--- src/rtl/pll_lock_sequencer.sv ---
`default_nettype none
// ============================================================================
//  Module   : pll_lock_sequencer
//  Brief    : Lock-acquisition controller steering the PLL EPU and loop filter
//             through settle, coarse lock, fine lock and tracking.
//  Revision : 1.0 - initial release
// ============================================================================
module pll_lock_sequencer #(
    parameter int N_SIZE         = 8,
    parameter int TIMER_W        = 16,
    parameter int SETTLE_CYCLES  = 16,
    parameter int COARSE_TIMEOUT = 20000,
    parameter int FINE_TIMEOUT   = 20000,
    parameter int LOSS_LIMIT     = 3
) (
    input  logic              clk_ref,
    input  logic              rst,
    input  logic              start,
    input  logic              abort,
    input  logic [N_SIZE-1:0] n_target,
    input  logic              freq_locked,
    input  logic              phase_locked,
    output logic              epu_enable,
    output logic [N_SIZE-1:0] epu_n,
    output logic [1:0]        freq_lock_range,
    output logic [1:0]        gain_sel,
    output logic              lock_done,
    output logic              fault,
    output logic [2:0]        state_out,
    output logic [3:0]        relock_count
);

    localparam logic [2:0] c_st_idle   = 3'd0;
    localparam logic [2:0] c_st_settle = 3'd1;
    localparam logic [2:0] c_st_coarse = 3'd2;
    localparam logic [2:0] c_st_fine   = 3'd3;
    localparam logic [2:0] c_st_track  = 3'd4;
    localparam logic [2:0] c_st_fault  = 3'd5;

    localparam logic [TIMER_W-1:0] c_settle_last = TIMER_W'(SETTLE_CYCLES - 1);
    localparam logic [TIMER_W-1:0] c_coarse_last = TIMER_W'(COARSE_TIMEOUT - 1);
    localparam logic [TIMER_W-1:0] c_fine_last   = TIMER_W'(FINE_TIMEOUT - 1);
    localparam logic [3:0]         c_loss_limit  = 4'(LOSS_LIMIT);

    logic [2:0]         r_state;
    logic [TIMER_W-1:0] r_timer;
    logic [N_SIZE-1:0]  r_epu_n;
    logic [3:0]         r_relock_count;

    logic [2:0] w_nxt_state;
    logic       w_enter;
    logic       w_capture;
    logic       w_clr_cnt;
    logic       w_loss;
    logic       w_retarget;
    logic [3:0] w_cnt_inc;
    logic       w_nxt_enable;
    logic [1:0] w_nxt_range;
    logic [1:0] w_nxt_gain;

    assign w_cnt_inc  = (r_relock_count == 4'hF) ? 4'hF : r_relock_count + 4'd1;
    assign w_retarget = (r_state == c_st_settle || r_state == c_st_coarse ||
                         r_state == c_st_fine   || r_state == c_st_track) &&
                        (n_target != r_epu_n);

    always_comb begin
        w_nxt_state = r_state;
        w_enter     = 1'b0;
        w_capture   = 1'b0;
        w_clr_cnt   = 1'b0;
        w_loss      = 1'b0;
        if (abort) begin
            w_nxt_state = c_st_idle;
            w_enter     = 1'b1;
        end else if (w_retarget) begin
            // A retarget restarts acquisition but is not a lock loss.
            w_nxt_state = c_st_settle;
            w_enter     = 1'b1;
            w_capture   = 1'b1;
        end else begin
            case (r_state)
                c_st_idle, c_st_fault: begin
                    if (start) begin
                        w_nxt_state = c_st_settle;
                        w_enter     = 1'b1;
                        w_capture   = 1'b1;
                        w_clr_cnt   = 1'b1;
                    end
                end
                c_st_settle: begin
                    if (r_timer == c_settle_last) begin
                        w_nxt_state = c_st_coarse;
                        w_enter     = 1'b1;
                    end
                end
                c_st_coarse: begin
                    if (freq_locked) begin
                        w_nxt_state = c_st_fine;
                        w_enter     = 1'b1;
                    end else if (r_timer == c_coarse_last) begin
                        w_nxt_state = c_st_fault;
                        w_enter     = 1'b1;
                    end
                end
                c_st_fine: begin
                    if (phase_locked) begin
                        w_nxt_state = c_st_track;
                        w_enter     = 1'b1;
                    end else if (!freq_locked) begin
                        w_nxt_state = c_st_coarse;
                        w_enter     = 1'b1;
                    end else if (r_timer == c_fine_last) begin
                        w_nxt_state = c_st_fault;
                        w_enter     = 1'b1;
                    end
                end
                c_st_track: begin
                    if (!phase_locked) begin
                        w_loss  = 1'b1;
                        w_enter = 1'b1;
                        if (w_cnt_inc >= c_loss_limit) w_nxt_state = c_st_fault;
                        else if (freq_locked)          w_nxt_state = c_st_fine;
                        else                           w_nxt_state = c_st_coarse;
                    end
                end
                default: begin
                    w_nxt_state = c_st_idle;
                    w_enter     = 1'b1;
                end
            endcase
        end
    end

    // Output decode is done on the next state so registered outputs line up with r_state.
    always_comb begin
        w_nxt_enable = 1'b0;
        w_nxt_range  = 2'd3;
        w_nxt_gain   = 2'd0;
        case (w_nxt_state)
            c_st_settle, c_st_coarse: w_nxt_enable = 1'b1;
            c_st_fine: begin
                w_nxt_enable = 1'b1;
                w_nxt_range  = 2'd1;
                w_nxt_gain   = 2'd1;
            end
            c_st_track: begin
                w_nxt_enable = 1'b1;
                w_nxt_range  = 2'd1;
                w_nxt_gain   = 2'd2;
            end
            default: ;
        endcase
    end

    always_ff @(posedge clk_ref) begin
        if (rst) begin
            r_state         <= c_st_idle;
            r_timer         <= '0;
            r_epu_n         <= '0;
            r_relock_count  <= 4'd0;
            epu_enable      <= 1'b0;
            freq_lock_range <= 2'd3;
            gain_sel        <= 2'd0;
            lock_done       <= 1'b0;
            fault           <= 1'b0;
        end else begin
            r_state <= w_nxt_state;
            if (w_enter)               r_timer <= '0;
            else if (r_timer != '1)    r_timer <= r_timer + 1'b1;
            if (w_capture) r_epu_n <= n_target;
            if (w_clr_cnt)   r_relock_count <= 4'd0;
            else if (w_loss) r_relock_count <= w_cnt_inc;
            epu_enable      <= w_nxt_enable;
            freq_lock_range <= w_nxt_range;
            gain_sel        <= w_nxt_gain;
            lock_done       <= (w_nxt_state == c_st_track);
            fault           <= (w_nxt_state == c_st_fault);
        end
    end

    assign epu_n        = r_epu_n;
    assign state_out    = r_state;
    assign relock_count = r_relock_count;

endmodule
`default_nettype wire

--- config.mk ---
export PLATFORM = sky130hd
export DESIGN_NAME = pll_lock_sequencer
export DESIGN_NICKNAME = d
export VERILOG_FILES = /design/src/rtl/pll_lock_sequencer.sv
export SDC_FILE = /design/constraint.sdc
export NUM_CORES = 1
export LEC_CHECK = 0
export ABC_CLOCK_PERIOD_IN_PS = 2200
export BUFFER_PORTS_ARGS = -buffer_cell sky130_fd_sc_hd__buf_2
export CAP_MARGIN = 20
export CORE_UTILIZATION = 40
export DETAILED_ROUTE_END_ITERATION = 6
export HOLD_SLACK_MARGIN = 0.12
export PLACE_DENSITY = 0.63
export SLEW_MARGIN = 0
export SYNTH_ARGS = -nofsm -noshare
export SYNTH_HDL_FRONTEND = slang
export SYNTH_SLANG_ARGS = --single-unit
--- constraint.sdc ---
create_clock -name clk_ref -period 2.2 [get_ports clk_ref]
set_input_delay 0 -clock clk_ref [delete_from_list [all_inputs] [get_ports clk_ref]]
set_output_delay 0 -clock clk_ref [all_outputs]
set_load 0.02 [all_outputs]
# Word-level counts from Yosys, hierarchy flattened
# Index checks and enable logic that the tools add are counted.
dict set report word_totals {
  ff_bits 38
  inputBits 14
  elab_cells 71
}
dict set report op_classes {
  add_sub_neg 2
  order_cmp 1
  n_eq_ne 15
  muxes 34
  n_reduce_logical 10
}
# cell count
set ops {}
lappend ops {{2-to-1 mux 3 bit} 10}
lappend ops {{2-to-1 mux 1 bit} 19}
lappend ops {{adder 16 x 1 -> 16 bit, second input constant} 1}
lappend ops {{== test 16 x 15 -> 1 bit, second input constant} 1}
lappend ops {{== test 16 x 4 -> 1 bit, second input constant} 1}
lappend ops {{inequality test 16 bit, second input constant} 1}
lappend ops {{one-hot mux 3 bit (5 select lines)} 1}
lappend ops {{== test 3 x 2 -> 1 bit, second input constant} 4}
lappend ops {{== test 3 bit, second input constant} 4}
lappend ops {{inequality test 8 bit} 1}
lappend ops {{OR reduction 2 bit} 4}
lappend ops {{== test 3 x 1 -> 1 bit, second input constant} 2}
lappend ops {{one-hot mux 1 bit (5 select lines)} 1}
lappend ops {{adder 4 x 1 -> 4 bit, second input constant} 1}
lappend ops {{== test 4 bit, second input constant} 1}
lappend ops {{>= comparator 4 x 2 -> 1 bit, second input constant} 1}
lappend ops {{2-to-1 mux 4 bit} 1}
lappend ops {{one-hot mux 2 bit (2 select lines)} 1}
lappend ops {{OR reduction 4 bit} 1}
lappend ops {{logical NOT 3 bit} 1}
lappend ops {{logical OR 1 bit} 3}
lappend ops {{2-to-1 mux 2 bit} 1}
lappend ops {{logical AND 1 bit} 1}

# Longest topological paths before layout
# Gate-level depths: netlist (run 1).
dict set report logic_depth {
  depth_word 11
  mapped_depth 9
  depth_no_buf 7
}

# Worst setup path before layout (run 1)
# Ideal clock, no wire load.
dict set report synth_path {
  kind {flip-flop to flip-flop}
  startpoint {reg r_state[0] (netlist: state_out[0])}
  endpoint {reg epu_enable}
  setup_time_ns 0.116
  t_arrival_ns 2.038
  required_time_ns 2.084
  path_slack_ns 0.046
  path_stages_with_launch 7
  n_path_buf 1
  synth_period_minus_slack_ns 2.154
  path_cell_list {dfxtp_1 > clkbuf_1 > mux2_2 > o31a_1 > o311ai_0 > a21oi_1 > a41o_1}
}
dict set report synth_via {
  elab_chain_cells 10
  word_cells_on_any_way 27
  cone_classes {eq/ne (9); mux (11); reduce/logical (7)}
}
# element line
set synth_lines {}
lappend synth_lines {{from (decl)} 45} ;# logic [2:0] r_state;
lappend synth_lines {{from (signal assigned)} 157} ;# r_state <= c_st_idle;
lappend synth_lines {{from (signal assigned)} 167} ;# r_state <= w_nxt_state;
lappend synth_lines {{parallel branches: the longest is 5 deep, another holds one-hot mux 3 bit (5 select lines)} -}
lappend synth_lines {{2-to-1 mux 3 bit *} 75} ;# end else if (w_retarget) begin
lappend synth_lines {{2-to-1 mux 3 bit *} 72} ;# if (abort) begin
lappend synth_lines {{== test 3 bit, or another cell as far along} 139} ;# case (w_nxt_state)
lappend synth_lines {{OR reduction 4 bit (no source line) *} -}
lappend synth_lines {{2-to-1 mux 1 bit *} 139}
lappend synth_lines {{to (signal assigned)} 173} ;# epu_enable <= w_nxt_enable;
lappend synth_lines {{to (decl)} 23} ;# output logic epu_enable,
# Every way passes the cells marked *.
# A chain may end at the register's enable or synchronous reset.

# Worst setup path in the final report (run 1)
dict set report layout_path {
  startpoint {in n_target[5]}
  endpoint {reg r_timer[5]}
}
dict set report layout_via {
  elab_chain_cells 5
}
# element line
set layout_lines {}
lappend layout_lines {{from (decl)} 20} ;# input logic [N_SIZE-1:0] n_target,
lappend layout_lines {{inequality test 8 bit} 64} ;# (n_target != r_epu_n);
lappend layout_lines {{logical AND 1 bit} 63} ;# r_state == c_st_fine || r_state == c_st_track) &&
lappend layout_lines {{2-to-1 mux 1 bit} 75}
lappend layout_lines {{2-to-1 mux 1 bit} 72}
lappend layout_lines {{OR reduction 2 bit (no source line)} -}
lappend layout_lines {{to (signal assigned)} 169} ;# else if (r_timer != '1) r_timer <= r_timer + 1'b1;
lappend layout_lines {{to (decl)} 46} ;# logic [TIMER_W-1:0] r_timer;
# No other way between the ends.

==> run summary, run 1 <==
Status: finished, final reports clean
Post-route DRC: 0
Max-slew violation count: 0
Die height: 71.50 µm
Comb pwr share: 13.0%
MaxCap Viol Count: 0
Clk network pwr share: 36.4%
Setup WS post-layout: 129.2 ps
P&R area growth vs syn: 24.61%
Vias per cell: 5.342
Synthesized cell area: 1932 µm²
CP startpoint kind: primary input
Setup TNS: 0 ps
Drt first-iter violations: 89
Yosys warns: 0
Cell count after synthesis: 232
Cell internal pwr: 1.002 mW
Clock-pin slew on the worst setup and hold paths: 70 ps
Syn Nets: 248
RSZ-0062 raised after global routing: no
Crit Path Category: in2reg
Async SR Flop Fraction: 0%
Worst Setup EP: r_timer[5]
Tot Pwr: 1.338 mW
ANT cells: 0
Root Buffer: clkbuf_8
Period utilization: 94.13%
Worst reg-to-reg path cell count: 7
Post-synth EDFFs: 0
Path length in cells of the critical path: 9
Reg power frac: 50.6%
First-pass GRT wire length: 7.452 mm
Post-synth top area share: 37.31%
CP max-delay cell: or4_1
Worst ir drop on vdd: 0.0003898 V
Grt total ovfl: 0
Nets: 299
Pwr/cell area: 555.8 nW/µm²
DPL Wire Length: 3.058 mm
Total core area: 4504 µm²
Synth Register Bits: 36
Worst slack, placed: 136.9 ps
Critical Path Start: n_target[5]
Worst hold-check path type: in2reg
Net Sw Power: 0.3356 mW
Filler Cells Inserted: 439
# clock sinks: 36
H-tree Lvls: 2
Die area: 5112 µm²
Switching share of power: 25.09%
Static leakage: 0.9419 nW
Unique masters post-synth: 49
CP arrival: 2270 ps
Top_reg_cell synth: dfxtp_1
Synth Area per Inst: 8.327 µm²
Worst r2r src: epu_n[3]
Initial antenna violation count: 0
Worst Tran Pin Value: 582.4 ps
Layout cells sized above 1: 22.89%
DRT Pass-1 Iters: 4
Worst skew pair latency: 280 ps
Num rows: 24
Final setup fails: 0
CTS Buf Count: 5
Worst path bufs/invs: 3
Worst slew margin: 60.63%
Sequential element share of the synthesized area: 37.31%
R2r setup slk: 140 ps
Critical Path RT: 2400 ps
Port Buffers: 34
GP Congestion: 0.7824
Cell Chain, Critical Path: dlygate4sd3_1 -> buf_2 -> xnor2_1 -> nand4_1 -> o21ai_2 -> nand3_2 -> or4_1 -> buf_12 -> nor3_1
Final Hold Viols: 0
Wire per inst: 12.82 µm
Fmax: 482.9 MHz
CTS tree: done
GR Util All Layers: 18.26%
Skew final: 4.208 ps
Total Wirelength: 4.309 mm
Final Instance Count excl. Fillers: 336
Initial Utilization: 42.89%
Placed cell count: 318
IO Pins: 36
Final antenna-violating net count: 0
Crit Path Max Fanout: 16
Critical Path End Type: flip-flop
CP max stage delay: 590 ps
Crit path max-delay family: simple AND/OR/NAND/NOR gates
Reg2Reg Capture Point: r_timer[5]
Pin count of the biggest net entering global routing: 17
Final min period: 2071 ps
Max Root-Sink Buffers: 2
Die Wd: 71.50 µm
Top post-synthesis cells by area: dfxtp_1 (37%), nor2_1 (6.0%), mux2i_1 (5.7%)
Vias in the first global route: 1677
Cell taking the most area after synthesis: dfxtp_1
Via count: 1795
[flip-flops by register name, summed over array words and instances (netlist names)]
| signal | flops |
|---|---|
| r_timer | 16 |
| epu_n | 8 |
| relock_count | 4 |
| state_out | 3 |
| gain_sel | 2 |
| epu_enable | 1 |
| fault | 1 |
| freq_lock_range | 1 |
[worst register-to-register path, stage by stage (launching register included)]
cell and delay (ps):
dfxtp_1 390, xnor2_1 130, nand4_1 150, o21ai_2 210, nand3_2 130, or4_1 590
buf_12 180, nor3_1 210
[per-stage QoR]
step,util [%],hold slack (ps),instance area (µm²)
detailed placement,48.86,271.7,2201
global placement,48.86,263.3,2201
CTS,53.17,313.8,2395
floorplan,-,147.2,1932
finish,53.44,346.6,2407
global route,53.44,379.8,2407
[routing by layer]
metal | vias to the layer above | share of wire [%] | global-route usage, %
li1 | 927 | - | -
met2 | 43 | 46 | 30.79
met4 | 0 | 0.97 | 5.229
met5 | - | 0 | 0
met1 | 820 | 48 | 23.52
met3 | 5 | 4.8 | 4.079
[repair_timing]
action	CTS	global route
hold endpoints to repair	9	0
setup buffers	0	0
hold buffers	10	0
endpoints found under the setup margin	0	6
gates resized for setup	0	5
[worst min-delay path by stage]
stage | start | to | slack, ps | cells past startpoint
floorplan | n_target[0] | epu_n[0] | 150 | 2
global placement | n_target[1] | epu_n[1] | 260 | 3
detailed placement | n_target[3] | epu_n[3] | 270 | 3
CTS | freq_locked | state_out[2] | 310 | 5
global route | freq_locked | state_out[2] | 380 | 5
finish | freq_locked | state_out[2] | 350 | 5
[cell usage in the layout, fill, tap and decap left out, types with 6 or more instances in the layout]
master,n
a21oi_1,13
nand4_1,6
clkbuf_8,6
nor2_1,31
nor3_1,9
nand2_1,14
dlygate4sd3_1,10
nand3_1,12
buf_4,9
and3_1,6
xor2_1,8
buf_2,34
o21ai_0,11
dfxtp_1,36
xnor2_1,12
mux2i_1,11
[Yosys cell counts (all sizes together), types with 3 or more instances]
cell type  number
dfxtp          36
nor2           34
a21oi          14
nand2          14
nand3          13
o21ai          13
xnor2          12
mux2i          11
nor3            9
xor2            8
and3            6
clkbuf          6
nand4           6
buf             4
nand3b          4
or2             4
inv             3
nand2b          3
nor3b           3
[area by class of cell]
| cell class | count | area, µm² | area share [%] |
|---|---|---|---|
| Multi-Input combinational cell | 183 | 1159 | 48.13 |
| Sequential cell | 36 | 720.7 | 29.94 |
| Timing Repair Buffer | 54 | 357.8 | 14.86 |
| Clock buffer | 7 | 86.33 | 3.586 |
| Tap cell | 52 | 65.06 | 2.703 |
| Inverter | 3 | 11.26 | 0.4678 |
| Clock inverter | 1 | 7.507 | 0.3119 |
[cells by family after synthesis]
| group | count (synthesis) | synth area share (%) |
|---|---|---|
| and+or+nand+nor | 105 | 28.24 |
| AOI/OAI and AO/OA | 43 | 14.25 |
| DFF | 36 | 37.31 |
| xor gates and xnor gates | 20 | 9.067 |
| buffers and inverters | 13 | 3.367 |
| muxes | 12 | 6.283 |
| adders and majority gates | 2 | 1.295 |
| other | 1 | 0.1941 |
[power groups by stage]
stage	registers, mW	logic (mW)	clock network (mW)
floorplan	0.705	0.0903	0
global placement	0.691	0.158	0
detailed placement	0.691	0.159	0
CTS	0.676	0.173	0.506
global route	0.679	0.190	0.539
finish	0.677	0.174	0.486
(Power assumes the default switching activity.)
==> run 2, diff against run 1 <==
- BUFFER_PORTS_ARGS: -buffer_cell sky130_fd_sc_hd__buf_2 -> -buffer_cell sky130_fd_sc_hd__buf_4
==> run summary, run 2 (synthesis gave the netlist of run 1 again) <==
IO Pins: 36 (unchanged)
Final Hold Viols: 0 (unchanged)
Root Buffer: clkbuf_8
Fmax: 479.5 MHz (-0.70%)
Final setup fails: 0 (unchanged)
CP arrival: 2270 ps (about the same)
Crit Path Max Fanout: 8 (-8)
CTS tree: done
Status: finished, final reports clean
Tot Pwr: 1.453 mW (+8.6%)
Worst skew pair latency: 300 ps (+20 ps)
# clock sinks: 36 (unchanged)
Worst Tran Pin Value: 555.1 ps (-27.31 ps)
Pin count of the biggest net entering global routing: 17 (unchanged)
MaxCap Viol Count: 0 (unchanged)
GR Util All Layers: 18.82% (+0.56 points)
GP Congestion: 0.7982 (+2.0%)
Final core occ: 56.50% (+3.1 points)
Worst ir drop on vdd: 0.0004112 V (+5.5%)
DPL Wire Length: 3.178 mm (+3.9%)
CP max-delay cell: dlygate4sd3_1
R2r setup slk: 110 ps (-30 ps)
Die height: 71.50 µm (unchanged)
Layout cells sized above 1: 24.56% (+1.7 points)
CP max stage delay: 560 ps (-30 ps)
Die Wd: 71.50 µm (unchanged)
DRT Pass-1 Iters: 4 (unchanged)
Post-route DRC: 0 (unchanged)
Num rows: 24 (unchanged)
Static leakage: 0.9757 nW (+3.6%)
CTS Buf Count: 5 (unchanged)
Total Wirelength: 4.422 mm (+2.6%)
Final instance area: 2545 µm² (+5.7%)
Critical Path End Type: flip-flop
Initial antenna violation count: 0 (unchanged)
Via count: 1777 (-1.0%)
Grt total ovfl: 0 (unchanged)
Clock-pin slew on the worst setup and hold paths: 80 ps (about the same)
Setup TNS: 0 ps (unchanged)
Final min period: 2085 ps (+14.49 ps)
Final antenna-violating net count: 0 (unchanged)
Port Buffers: 34 (unchanged)
Pwr/cell area: 570.9 nW/µm² (+2.7%)
H-tree Lvls: 2 (unchanged)
Drt first-iter violations: 93 (+4.5%)
P&R area growth vs syn: 31.74%
Max FFs per register: 16 (unchanged)
Crit Path Category: reg2reg
Vias in the first global route: 1705 (+1.7%)
Most frequent cells in the layout: buf_4 (41), dfxtp_1 (33), nor2_1 (31)
Max Root-Sink Buffers: 2 (unchanged)
CP startpoint kind: flip-flop
Cell Chain, Critical Path: nor2_4 -> xnor2_1 -> o21ai_2 -> buf_4 -> a21oi_2 -> buf_6 -> mux2i_1 -> nor2_1 -> dlygate4sd3_1
Setup WS post-layout: 114.7 ps (-14.49 ps)
Max-slew violation count: 0 (unchanged)
Post CTS Setup Buffer Count: 0 (unchanged)
Biggest register: r_timer
Worst slack, placed: 66.41 ps (-70.52 ps)
Critical Path RT: 2390 ps (about the same)
Worst hold-check path type: in2reg
Skew final: 11.65 ps (+7.441 ps)
Area after DPL: 2286 µm² (+3.9%)
Min Hold Slack: 288.2 ps (-58.42 ps)
Placed cell count: 318 (unchanged)
Worst slew margin: 62.71% (+2.1 points)
Total core area: 4504 µm² (unchanged)
Most common cell after layout, fill and taps aside: buf_4
Wire per inst: 13.12 µm (+2.3%)
Initial Utilization: 42.89% (unchanged)
Nets: 300 (+0.33%)
Period utilization: 94.79% (+0.66 points)
Vias per cell: 5.273 (-1.3%)
Final Instance Count excl. Fillers: 337 (+0.30%)
First-pass GRT wire length: 7.521 mm (+0.93%)
Die area: 5112 µm² (unchanged)
ANT cells: 0 (unchanged)
run 2: changes by cell type in the layout (fill, tap and decap cells not counted), sizes merged:
cell         delta
bufinv          +1
clkbuf          -2
clkinv          +1
dlygate4sd3     +1
run 2: cell type report:
cell class	instances	area, µm²
inverter	3	11.26
sequential	36	724.4
fill	452	1959
tap	52	65.06
timing repair buffer	55	460.4
clock inverter	3	42.54
clock buffer	5	68.82
multi-input combinational	183	1172
run 2: path summary, 6_finish.rpt:
path              startpoint               to  cells past startpoint
max             state_out[0]         epu_n[1]                      9
min             phase_locked     state_out[2]                      4
max reg2reg     state_out[0]         epu_n[1]                      9
min reg2reg  relock_count[3]  relock_count[3]                      1
run 2: timing repair:
item / in CTS / in global routing
endpoints found under the setup margin: 0 / 3
hold buffers: 11 / 0
resized for setup: 0 / 11
hold endpoints to repair: 12 / 0
run 2: critical path: cells and delay by family, from the launching register on:
kind | cells | cell delay, ps
AOI/OAI and AO/OA | 2 | 220
and+or+nand+nor | 2 | 180
muxes | 1 | 190
buffers and inverters | 3 | 890
DFF | 1 | 350
xor gates and xnor gates | 1 | 150
run 2: where the power goes:
part,switching [mW],leakage (nW),internal [mW]
clock network,0.248,0.0541,0.335
registers,0.0118,0.293,0.665
logic,0.0950,0.629,0.0982
run 2: per-layer routing:
layer	vias up	GRT usage [%]	wire, µm
met5	-	0	0
met4	0	7.843	82
met3	7	4.923	213
met2	39	31.22	1983
met1	800	23.25	2142
li1	931	-	-
==> run 3, diff against run 2 <==
- ABC_CLOCK_PERIOD_IN_PS: 2200 -> 2450
- CORE_UTILIZATION: 40 -> 45
- PLACE_DENSITY: 0.63 -> 0.69
- clock period: 2.2 -> 2.45 ns (I/O delays scaled with it)
==> run summary, run 3 (synthesis gave the netlist of run 1 again) <==
Hold path start: freq_locked
Die height: 67.52 µm (-5.6%)
Worst Tran Pin Value: 556.1 ps (+0.9738 ps)
Worst ir drop on vdd: 0.0003171 V (-23%)
MaxCap Viol Count: 0 (unchanged)
CP startpoint kind: flip-flop
P&R area growth vs syn: 26.04%
GR Util All Layers: 21.20% (+2.4 points)
CTS tree: done
Post-route DRC: 0 (unchanged)
Net Sw Power: 0.3106 mW (-12%)
Critical Path Start: r_timer[0]
Reg2Reg Capture Point: epu_enable
Reg power frac: 50.1% (+3.5 points)
Worst Setup EP: epu_enable
Max-slew violation count: 0 (unchanged)
Drt first-iter violations: 105 (+13%)
Wire per inst: 13.56 µm (+3.3%)
Vias per cell: 5.552 (+5.3%)
Vias in the first global route: 1684 (-1.2%)
Status: finished, final reports clean
Fmax: 461.6 MHz (-3.7%)
Final instance area: 2435 µm² (-4.3%)
Area after DPL: 2241 µm² (-2.0%)
Cell internal pwr: 0.9052 mW (-18%)
RSZ-0062 raised after global routing: no
Initial Utilization: 47.61% (+4.7 points)
Grt total ovfl: 0 (unchanged)
Final Hold Viols: 0 (unchanged)
Via count: 1832 (+3.1%)
DRT Pass-1 Iters: 4 (unchanged)
Comb pwr share: 13.2% (about the same)
Total Wirelength: 4.474 mm (+1.2%)
Filler Cells Inserted: 363 (-20%)
Static leakage: 0.9199 nW (-5.7%)
GP Congestion: 0.8596 (+7.7%)
Initial antenna violation count: 0 (unchanged)
Post CTS Setup Buffer Count: 0 (unchanged)
R2r setup slk: 280 ps (+170 ps)
Crit Path Max Fanout: 5 (-3)
Final setup fails: 0 (unchanged)
ANT cells: 0 (unchanged)
Pwr/cell area: 499.3 nW/µm² (-13%)
Root Buffer: clkbuf_8
CP arrival: 2350 ps (+80 ps)
Critical Path RT: 2630 ps (+240 ps)
Cell Chain, Critical Path: ha_1 -> and3_1 -> nand3_1 -> o41ai_1 -> o21ai_0 -> a21o_1 -> a41o_1
CP max-delay cell: o41ai_1
Clk network pwr share: 36.7% (-3.4 points)
Final core occ: 60.01% (+3.5 points)
Most common cell after layout, fill and taps aside: buf_4
Layout cells sized above 1: 21.07% (-3.5 points)
Final min period: 2166 ps (+80.84 ps)
CTS Buf Count: 5 (unchanged)
Nets: 295 (-1.7%)
# clock sinks: 36 (unchanged)
Setup TNS: 0 ps (unchanged)
Skew final: 5.909 ps (-5.741 ps)
Worst r2r src: r_timer[0]
H-tree Lvls: 2 (unchanged)
Worst slew margin: 62.64% (-0.065 points)
Final antenna-violating net count: 0 (unchanged)
Switching share of power: 25.55% (+1.1 points)
First-pass GRT wire length: 7.258 mm (-3.5%)
CP max stage delay: 490 ps (-70 ps)
WHS Path Cells: 5 (+1)
Crit Path Category: reg2reg
Pin count of the biggest net entering global routing: 17 (unchanged)
Worst skew pair latency: 290 ps (about the same)
Biggest register: r_timer
IO Pins: 36 (unchanged)
Total core area: 4058 µm² (-9.9%)
Worst reg-to-reg path cell count: 7 (-2)
Die Wd: 67.52 µm (-5.6%)
Max FFs per register: 16 (unchanged)
DPL Wire Length: 3.128 mm (-1.6%)
Tot Pwr: 1.216 mW (-16%)
Max Root-Sink Buffers: 2 (unchanged)
Critical Path End Type: flip-flop
Num rows: 23 (-4.2%)
Most frequent cells in the layout: buf_4 (40), dfxtp_1 (36), nor2_1 (31)
Die area: 4559 µm² (-11%)
Clock-pin slew on the worst setup and hold paths: 80 ps (about the same)
Worst hold-check path type: in2reg
Period utilization: 88.41% (-6.4 points)
Port Buffers: 34 (unchanged)
-- run 3: cell types whose count changed in the layout (fill, tap and decap cells not counted), sizes merged --
| cell | previous run | this run |
|---|---|---|
| buf | 44 | 40 |
| clkbuf | 5 | 7 |
| bufinv | 1 | 0 |
| clkinv | 1 | 0 |
| dlygate4sd3 | 11 | 10 |
-- run 3: how the worst min path moves through the flow --
| stage | endpoint | slack, ps |
|---|---|---|
| floorplan | epu_n[0] | 150 |
| global placement | epu_n[4] | 250 |
| detailed placement | epu_n[3] | 260 |
| CTS | state_out[2] | 290 |
| global route | state_out[2] | 340 |
| finish | state_out[2] | 300 |
-- run 3: final cells by class --
type | instances | area (µm²) | share of cell area (%)
clock buffers | 7 | 86.33 | 3.546
clock inverters | 1 | 7.507 | 0.3083
inverters | 3 | 11.26 | 0.4625
multi-input cells | 183 | 1146 | 47.07
flip-flops and latches | 36 | 720.7 | 29.60
well taps | 50 | 62.56 | 2.569
repair buffers | 50 | 400.4 | 16.44
-- run 3: metrics by stage --
step	hold slack, ps	std cells	worst slack, ps
3_5_place_dp	261.5	312	284.1
5_1_grt	337.1	330	58.20
2_1_floorplan	147.2	232	296.2
4_1_cts	292.0	330	274.9
3_3_place_gp	250.0	312	309.6
6_report	296.0	330	283.8
-- run 3: timing repair --
item,4_1_cts,5_1_grt
resized for setup,0,0
hold buffers,10,0
endpoints found under the hold margin,11,0
endpoints found under the setup margin,0,0
-- run 3: metal layers --
metal / vias to the layer above / global-route usage (%) / share of wire (%)
li1: 922 / - / -
met1: 863 / 25.56 / 46
met2: 38 / 35.77 / 48
met3: 9 / 5.912 / 4.6
met4: 0 / 7.181 / 1.5
met5: - / 0 / 0
-- run 3: power by group through the flow --
stage	combinational [mW]	clock [mW]	sequential (mW)
CTS	0.160	0.462	0.609
finish	0.160	0.446	0.610
global placement	0.145	0	0.622
global route	0.175	0.484	0.611
floorplan	0.0811	0	0.633
detailed placement	0.147	0	0.622
-- run 3: critical path, delay by kind of cell, from the launching register on --
| kind | cells | cell delay [ps] |
|---|---|---|
| flops | 1 | 400 |
| simple gates | 2 | 380 |
| compound gates | 4 | 1060 |
| fa+ha+maj | 1 | 230 |
